**src/rtl/lifo_arbiter.sv**
```systemverilog
// ---------------------------------------------------------------------------
// lifo_arbiter
// Two-client round-robin arbiter and sequencer in front of an 8-deep LIFO.
//
// The block accepts one push/pop transaction at a time from either client.
// It drives the LIFO write/read strobes and captures popped data. It then
// returns a single response pulse to the client that issued the transaction.
// Operations that cannot be performed are rejected without touching the LIFO:
// a push on a full stack, or a pop on an empty stack. Rejections are counted
// in a saturating counter.
//
// Ports
//   clk            clock, all state on rising edge
//   reset_n        asynchronous active-low reset
//   reqN_valid     request from client N (N = 0,1), held until reqN_ready
//   reqN_op        0 = push, 1 = pop
//   reqN_wdata     push data
//   reqN_ready     one-cycle accept pulse (only ever in IDLE)
//   respN_valid    one-cycle response pulse to client N
//   respN_data     popped data (0 for push or rejected op)
//   respN_err      1 = operation rejected
//   lifo_wn        LIFO write strobe
//   lifo_rn        LIFO read strobe
//   lifo_datain    LIFO write data
//   lifo_dataout   LIFO read data, valid the cycle after lifo_rn
//   lifo_full      LIFO full flag
//   lifo_empty     LIFO empty flag
//   level          stack occupancy as sequenced by this block
//   err_count      rejected-operation counter, saturates at 255
// ---------------------------------------------------------------------------
module lifo_arbiter #(
   parameter int DW    = 8,
   parameter int DEPTH = 8,
   parameter int LW    = 4
) (
   input  logic          clk,
   input  logic          reset_n,
   input  logic          req0_valid,
   input  logic          req0_op,
   input  logic [DW-1:0] req0_wdata,
   output logic          req0_ready,
   input  logic          req1_valid,
   input  logic          req1_op,
   input  logic [DW-1:0] req1_wdata,
   output logic          req1_ready,
   output logic          resp0_valid,
   output logic [DW-1:0] resp0_data,
   output logic          resp0_err,
   output logic          resp1_valid,
   output logic [DW-1:0] resp1_data,
   output logic          resp1_err,
   output logic          lifo_wn,
   output logic          lifo_rn,
   output logic [DW-1:0] lifo_datain,
   input  logic [DW-1:0] lifo_dataout,
   input  logic          lifo_full,
   input  logic          lifo_empty,
   output logic [LW-1:0] level,
   output logic [7:0]    err_count
);

   typedef enum logic [2:0] {
      IDLE = 3'd0,
      PUSH = 3'd1,
      POP  = 3'd2,
      WAIT = 3'd3,
      RESP = 3'd4
   } state_t;

   state_t        state_reg, state_next;
   logic          rr_reg;
   logic          id_reg;
   logic [DW-1:0] wdata_reg;
   logic [DW-1:0] resp_data_reg;
   logic          resp_err_reg;
   logic [LW-1:0] level_reg;
   logic [7:0]    err_count_reg;

   logic          grant_any;
   logic          grant_id;
   logic          sel_op;
   logic [DW-1:0] sel_wdata;
   logic          reject;

   // Grant selection: a lone requester always wins; a tie goes to the
   // round-robin pointer.
   always_comb begin
      grant_any = 1'b0;
      grant_id  = 1'b0;
      if (state_reg == IDLE) begin
         if (req0_valid && req1_valid) begin
            grant_any = 1'b1;
            grant_id  = rr_reg;
         end else if (req0_valid) begin
            grant_any = 1'b1;
            grant_id  = 1'b0;
         end else if (req1_valid) begin
            grant_any = 1'b1;
            grant_id  = 1'b1;
         end
      end
      sel_op    = grant_id ? req1_op    : req0_op;
      sel_wdata = grant_id ? req1_wdata : req0_wdata;
   end

   // Next-state logic. The LIFO flags are backed up by the locally sequenced
   // level, so a flag glitch can never make the level wrap.
   always_comb begin
      state_next = state_reg;
      reject     = 1'b0;
      case (state_reg)
         IDLE: begin
            if (grant_any) begin
               if (!sel_op) begin
                  if (lifo_full || (level_reg == LW'(DEPTH))) begin
                     reject     = 1'b1;
                     state_next = RESP;
                  end else begin
                     state_next = PUSH;
                  end
               end else begin
                  if (lifo_empty || (level_reg == '0)) begin
                     reject     = 1'b1;
                     state_next = RESP;
                  end else begin
                     state_next = POP;
                  end
               end
            end
         end
         PUSH:    state_next = RESP;
         POP:     state_next = WAIT;
         WAIT:    state_next = RESP;
         RESP:    state_next = IDLE;
         default: state_next = IDLE;
      endcase
   end

   always_ff @(posedge clk or negedge reset_n) begin
      if (!reset_n) begin
         state_reg     <= IDLE;
         rr_reg        <= 1'b0;
         id_reg        <= 1'b0;
         wdata_reg     <= '0;
         resp_data_reg <= '0;
         resp_err_reg  <= 1'b0;
         level_reg     <= '0;
         err_count_reg <= '0;
      end else begin
         state_reg <= state_next;

         if (grant_any) begin
            id_reg    <= grant_id;
            wdata_reg <= sel_wdata;
            rr_reg    <= ~grant_id;
         end

         // Response data/err are loaded only on the edge that enters RESP and
         // then hold until the next transaction reaches RESP.
         if (reject) begin
            resp_err_reg  <= 1'b1;
            resp_data_reg <= '0;
            if (err_count_reg != 8'hFF) begin
               err_count_reg <= err_count_reg + 8'd1;
            end
         end

         case (state_reg)
            PUSH: begin
               if (level_reg != LW'(DEPTH)) begin
                  level_reg <= level_reg + LW'(1);
               end
               resp_err_reg  <= 1'b0;
               resp_data_reg <= '0;
            end
            POP: begin
               if (level_reg != '0) begin
                  level_reg <= level_reg - LW'(1);
               end
            end
            WAIT: begin
               resp_err_reg  <= 1'b0;
               resp_data_reg <= lifo_dataout;
            end
            default: ;
         endcase
      end
   end

   assign req0_ready  = grant_any && !grant_id;
   assign req1_ready  = grant_any &&  grant_id;

   assign lifo_wn     = (state_reg == PUSH);
   assign lifo_rn     = (state_reg == POP);
   assign lifo_datain = (state_reg == PUSH) ? wdata_reg : '0;

   assign resp0_valid = (state_reg == RESP) && !id_reg;
   assign resp1_valid = (state_reg == RESP) &&  id_reg;
   assign resp0_data  = resp_data_reg;
   assign resp1_data  = resp_data_reg;
   assign resp0_err   = resp_err_reg;
   assign resp1_err   = resp_err_reg;

   assign level       = level_reg;
   assign err_count   = err_count_reg;

endmodule
```
**config.mk**
```make
export PLATFORM = sky130hd
export DESIGN_NAME = lifo_arbiter
export DESIGN_NICKNAME = d
export VERILOG_FILES = /design/src/rtl/lifo_arbiter.sv
export SDC_FILE = /design/constraint.sdc
export NUM_CORES = 1
export LEC_CHECK = 0
export CAP_MARGIN = 5
export CORE_ASPECT_RATIO = 1.75
export CORE_UTILIZATION = 45
export DETAILED_ROUTE_END_ITERATION = 8
export HOLD_SLACK_MARGIN = 0.08
export PLACE_DENSITY = 0.86
export SLEW_MARGIN = 15
export SYNTH_ARGS = -nofsm -noshare
export SYNTH_HDL_FRONTEND = slang
export SYNTH_SLANG_ARGS = --single-unit
```
**constraint.sdc**
```tcl
create_clock -name clk -period 4 [get_ports clk]
set_input_delay 1 -clock clk [delete_from_list [all_inputs] [get_ports clk]]
set_output_delay 1 -clock clk [all_outputs]
set_load 0.02 [all_outputs]
```
==> metrics.md <==
| Metric | Value |
|---|---|
| Post-Syn Area | `1840 µm²` |
| Clock share of power | `0.199` |
| Period utilization | `0.887` |
| Final hold violation count | `0` |
| RSZ-0062 raised after global routing | `false` |
| Drt pass-1 iters | `4` |
| CP max-delay cell | `clkdlybuf4s50_1` |
| Dominant cell type by area after synthesis | `dfrtp_1` |
| Total global routing track utilization | `0.220` |
| Synth warn | `0` |
| Mean post-synth cell area | `10.1 µm²` |
| # setup viols final | `0` |
| CTS Hold Bufs | `0` |
| Synth cell types | `41` |
| Total congestion overflow | `0` |
| R2r endpoint | `err_count[7]` |
| Fin Setup TNS | `0 ns` |
| Register-to-Register Setup Slack | `1.71 ns` |
| Net switching power | `0.000776 W` |
| Die Height | `86.7 µm` |
| Final #Nets | `288` |
| Crit-path max cell delay | `0.62 ns` |
| HPWL after detailed placement | `3310 µm` |
| Hold WC Path Type | `reg2reg` |
| Top cell type's share of synthesized area | `0.462` |
| Leakage | `1.14 nW` |
| DIE WIDTH | `50.4 µm` |
| Hold slack | `0.477 ns` |
| Root buf cell | `clkbuf_8` |
| Global-route wire length before repair | `7150 µm` |
| Crit-path cells | `clkdlybuf4s50_1 > nand2b_1 > and3_1 > nor2_1 > clkdlybuf4s50_1` |
| Setup Buffers After CTS | `0` |
| Top cells by area, synth | `dfrtp_1, nand2_1, o22ai_1, buf_4, xnor2_1` |
| PD cells | `732 nW/µm²` |
| Inserted Diodes | `0` |
| Pint | `0.00122 W` |
| Tot Pwr | `0.00199 W` |
| Layout area overhead | `47.7%` |
| Gate power share | `0.486` |
| Post-cts sizing count | `0` |
| Hold EP | `rr_reg` |
| Critical Path AT | `2.55 ns` |
| Skew final | `0.00392 ns` |
| Worst-margin pin slew | `0.610 ns` |
| ANT nets after route | `0` |
| Fmax | `0.282 GHz` |
| Via density | `5.34` |
| Clock transition at path regs | `0.07 ns` |
| WL/cell | `14.8 µm` |
| WP data required | `3.00 ns` |
| Number of port buffers | `75` |
| Number of max-cap violations | `0` |
| CTS buffer count | `5` |
| R2R cell count | `6` |
| Core area | `3900 µm²` |
| Fraction of layout cells with a size suffix above 1 | `0.103` |
| VDD IR max | `495 µV` |
| Routed vias | `1606` |
| Final wirelength | `4470 µm` |
| Dpl cells | `293` |
| HP Start | `rr_reg` |
| Largest net degree at the start of global routing | `35` |
| Critical path peak fanout | `4` |
| IO Pins | `76` |
| Vias in the first global route | `1512` |
| Clock latency on the worst-skew pair | `0.29 ns` |
| Status | `finished, final reports clean` |
| Most used cell, CP | `clkdlybuf4s50_1` |
| Die area | `4370 µm²` |
| Syn Inst Count | `183` |
| Final worst setup slack | `0.451 ns` |
| Drc violations | `0` |
| Slew Limit Fails | `0` |
| Origin of the critical flop-to-flop path | `state_reg[1]` |
| DRT iter0 DRCs | `35` |
| Most common cell after layout, fill and taps aside | `clkdlybuf4s50_1` |
| Sequential cell fraction of total power | `0.315` |
| Std cell rows | `30` |
| GPL Wtd Cong | `0.786` |
| Initial antenna violation count | `0` |
| Syn nets | `219` |
| Crit end category | `output port` |
| Seq/Total Area, Yosys | `0.462` |
| CTS tree | `done` |
| Hold Path Stages | `1` |
| Non-Filler Instances | `301` |
| Clock sinks | `34` |
| Htree depth | `2` |
| Switching share of power | `0.389` |
| Slew HR | `0.590` |
| Clock Path Buffers | `2` |
| Fin crit period | `3.55 ns` |
| Initial Util | `0.472` |
| Crit path launch type | `input port` |
| Placement Setup Slack | `0.435 ns` |
| Most frequent cells in the layout | `clkdlybuf4s50_1, dfrtp_1, nand2_1, o22ai_1, and2_1` |
| Post-synthesis register bit count | `34` |
| Critical path class | `in2out` |
how the worst max path moves through the flow:
stage | start | end | slack (ns) | cells past startpoint
finish | req0_valid | req0_ready | 0.45 | 5
global route | req0_valid | req0_ready | 0.34 | 5
CTS | req0_valid | req0_ready | 0.43 | 5
detailed placement | req0_valid | req0_ready | 0.44 | 5
global placement | req0_valid | req0_ready | 0.49 | 5
floorplan | req0_valid | req0_ready | 1.14 | 4
power by group through the flow:
stage	Clock [W]	Combinational [W]	Sequential (W)
2_1_floorplan	0	0.000539	0.000684
3_3_place_gp	0	0.000948	0.000625
6_report	0.000397	0.000968	0.000628
4_1_cts	0.000403	0.000979	0.000627
3_5_place_dp	0	0.000972	0.000631
5_1_grt	0.000417	0.00104	0.000646
metal layers:
metal,vias up,track usage,routed length [µm]
met5,-,0,0
met4,0,0.136,166
met3,16,0.0404,160
met2,47,0.377,2490
met1,770,0.246,1650
li1,773,-,-
metrics by stage:
step | util | cell area, µm²
3_5_place_dp | 0.661 | 2580
3_3_place_gp | 0.661 | 2580
2_1_floorplan | - | 1840
4_1_cts | 0.697 | 2720
5_1_grt | 0.697 | 2720
6_report | 0.697 | 2720
cells by family after synthesis:
| family | count (synthesis) | synth area share |
|---|---|---|
| fa+ha+maj | 4 | 0.0312 |
| simple gates | 72 | 0.227 |
| compound gates | 37 | 0.136 |
| xor+xnor | 9 | 0.0428 |
| flops | 34 | 0.462 |
| mux | 6 | 0.0360 |
| buf+inv | 21 | 0.0652 |
synthesized netlist by cell type:
| cell | number |
|---|---|
| a211o_1 | 1 |
| a211oi_4 | 1 |
| a21o_1 | 3 |
| a21oi_1 | 4 |
| a311oi_2 | 1 |
| a31o_2 | 1 |
| and2_1 | 9 |
| and3_1 | 4 |
| and4_1 | 1 |
| buf_1 | 1 |
| buf_4 | 9 |
| buf_6 | 1 |
| clkbuf_1 | 6 |
| dfrtp_1 | 34 |
| fa_1 | 1 |
| ha_1 | 3 |
| inv_1 | 4 |
| mux2_1 | 3 |
| mux2_2 | 2 |
| mux2i_1 | 1 |
| nand2_1 | 30 |
| nand2_2 | 1 |
| nand2b_1 | 4 |
| nand3_1 | 5 |
| nand4_2 | 1 |
| nor2_1 | 3 |
| nor3_1 | 3 |
| nor3_4 | 2 |
| nor3b_1 | 1 |
| nor4_1 | 1 |
| nor4_2 | 3 |
| nor4b_1 | 1 |
| nor4bb_1 | 1 |
| o21a_1 | 1 |
| o21ai_0 | 8 |
| o22ai_1 | 16 |
| o2bb2ai_1 | 1 |
| or2_2 | 1 |
| or3_4 | 1 |
| xnor2_1 | 7 |
| xor2_1 | 2 |
area by class of cell:
type	count	area, µm²
repair buffers	79	781
well taps	48	60.1
multi-input cells	128	872
clock buffers	6	82.6
clock inverters	2	60.1
inverters	4	15.0
flip-flops and latches	34	851
fillers	316	1180
worst max-delay path, delay by kind of cell:
family,cells,cell delay [ns]
buffers and inverters,2,1.09
AND/OR/NAND/NOR,3,0.45
(Power assumes the default switching activity.)
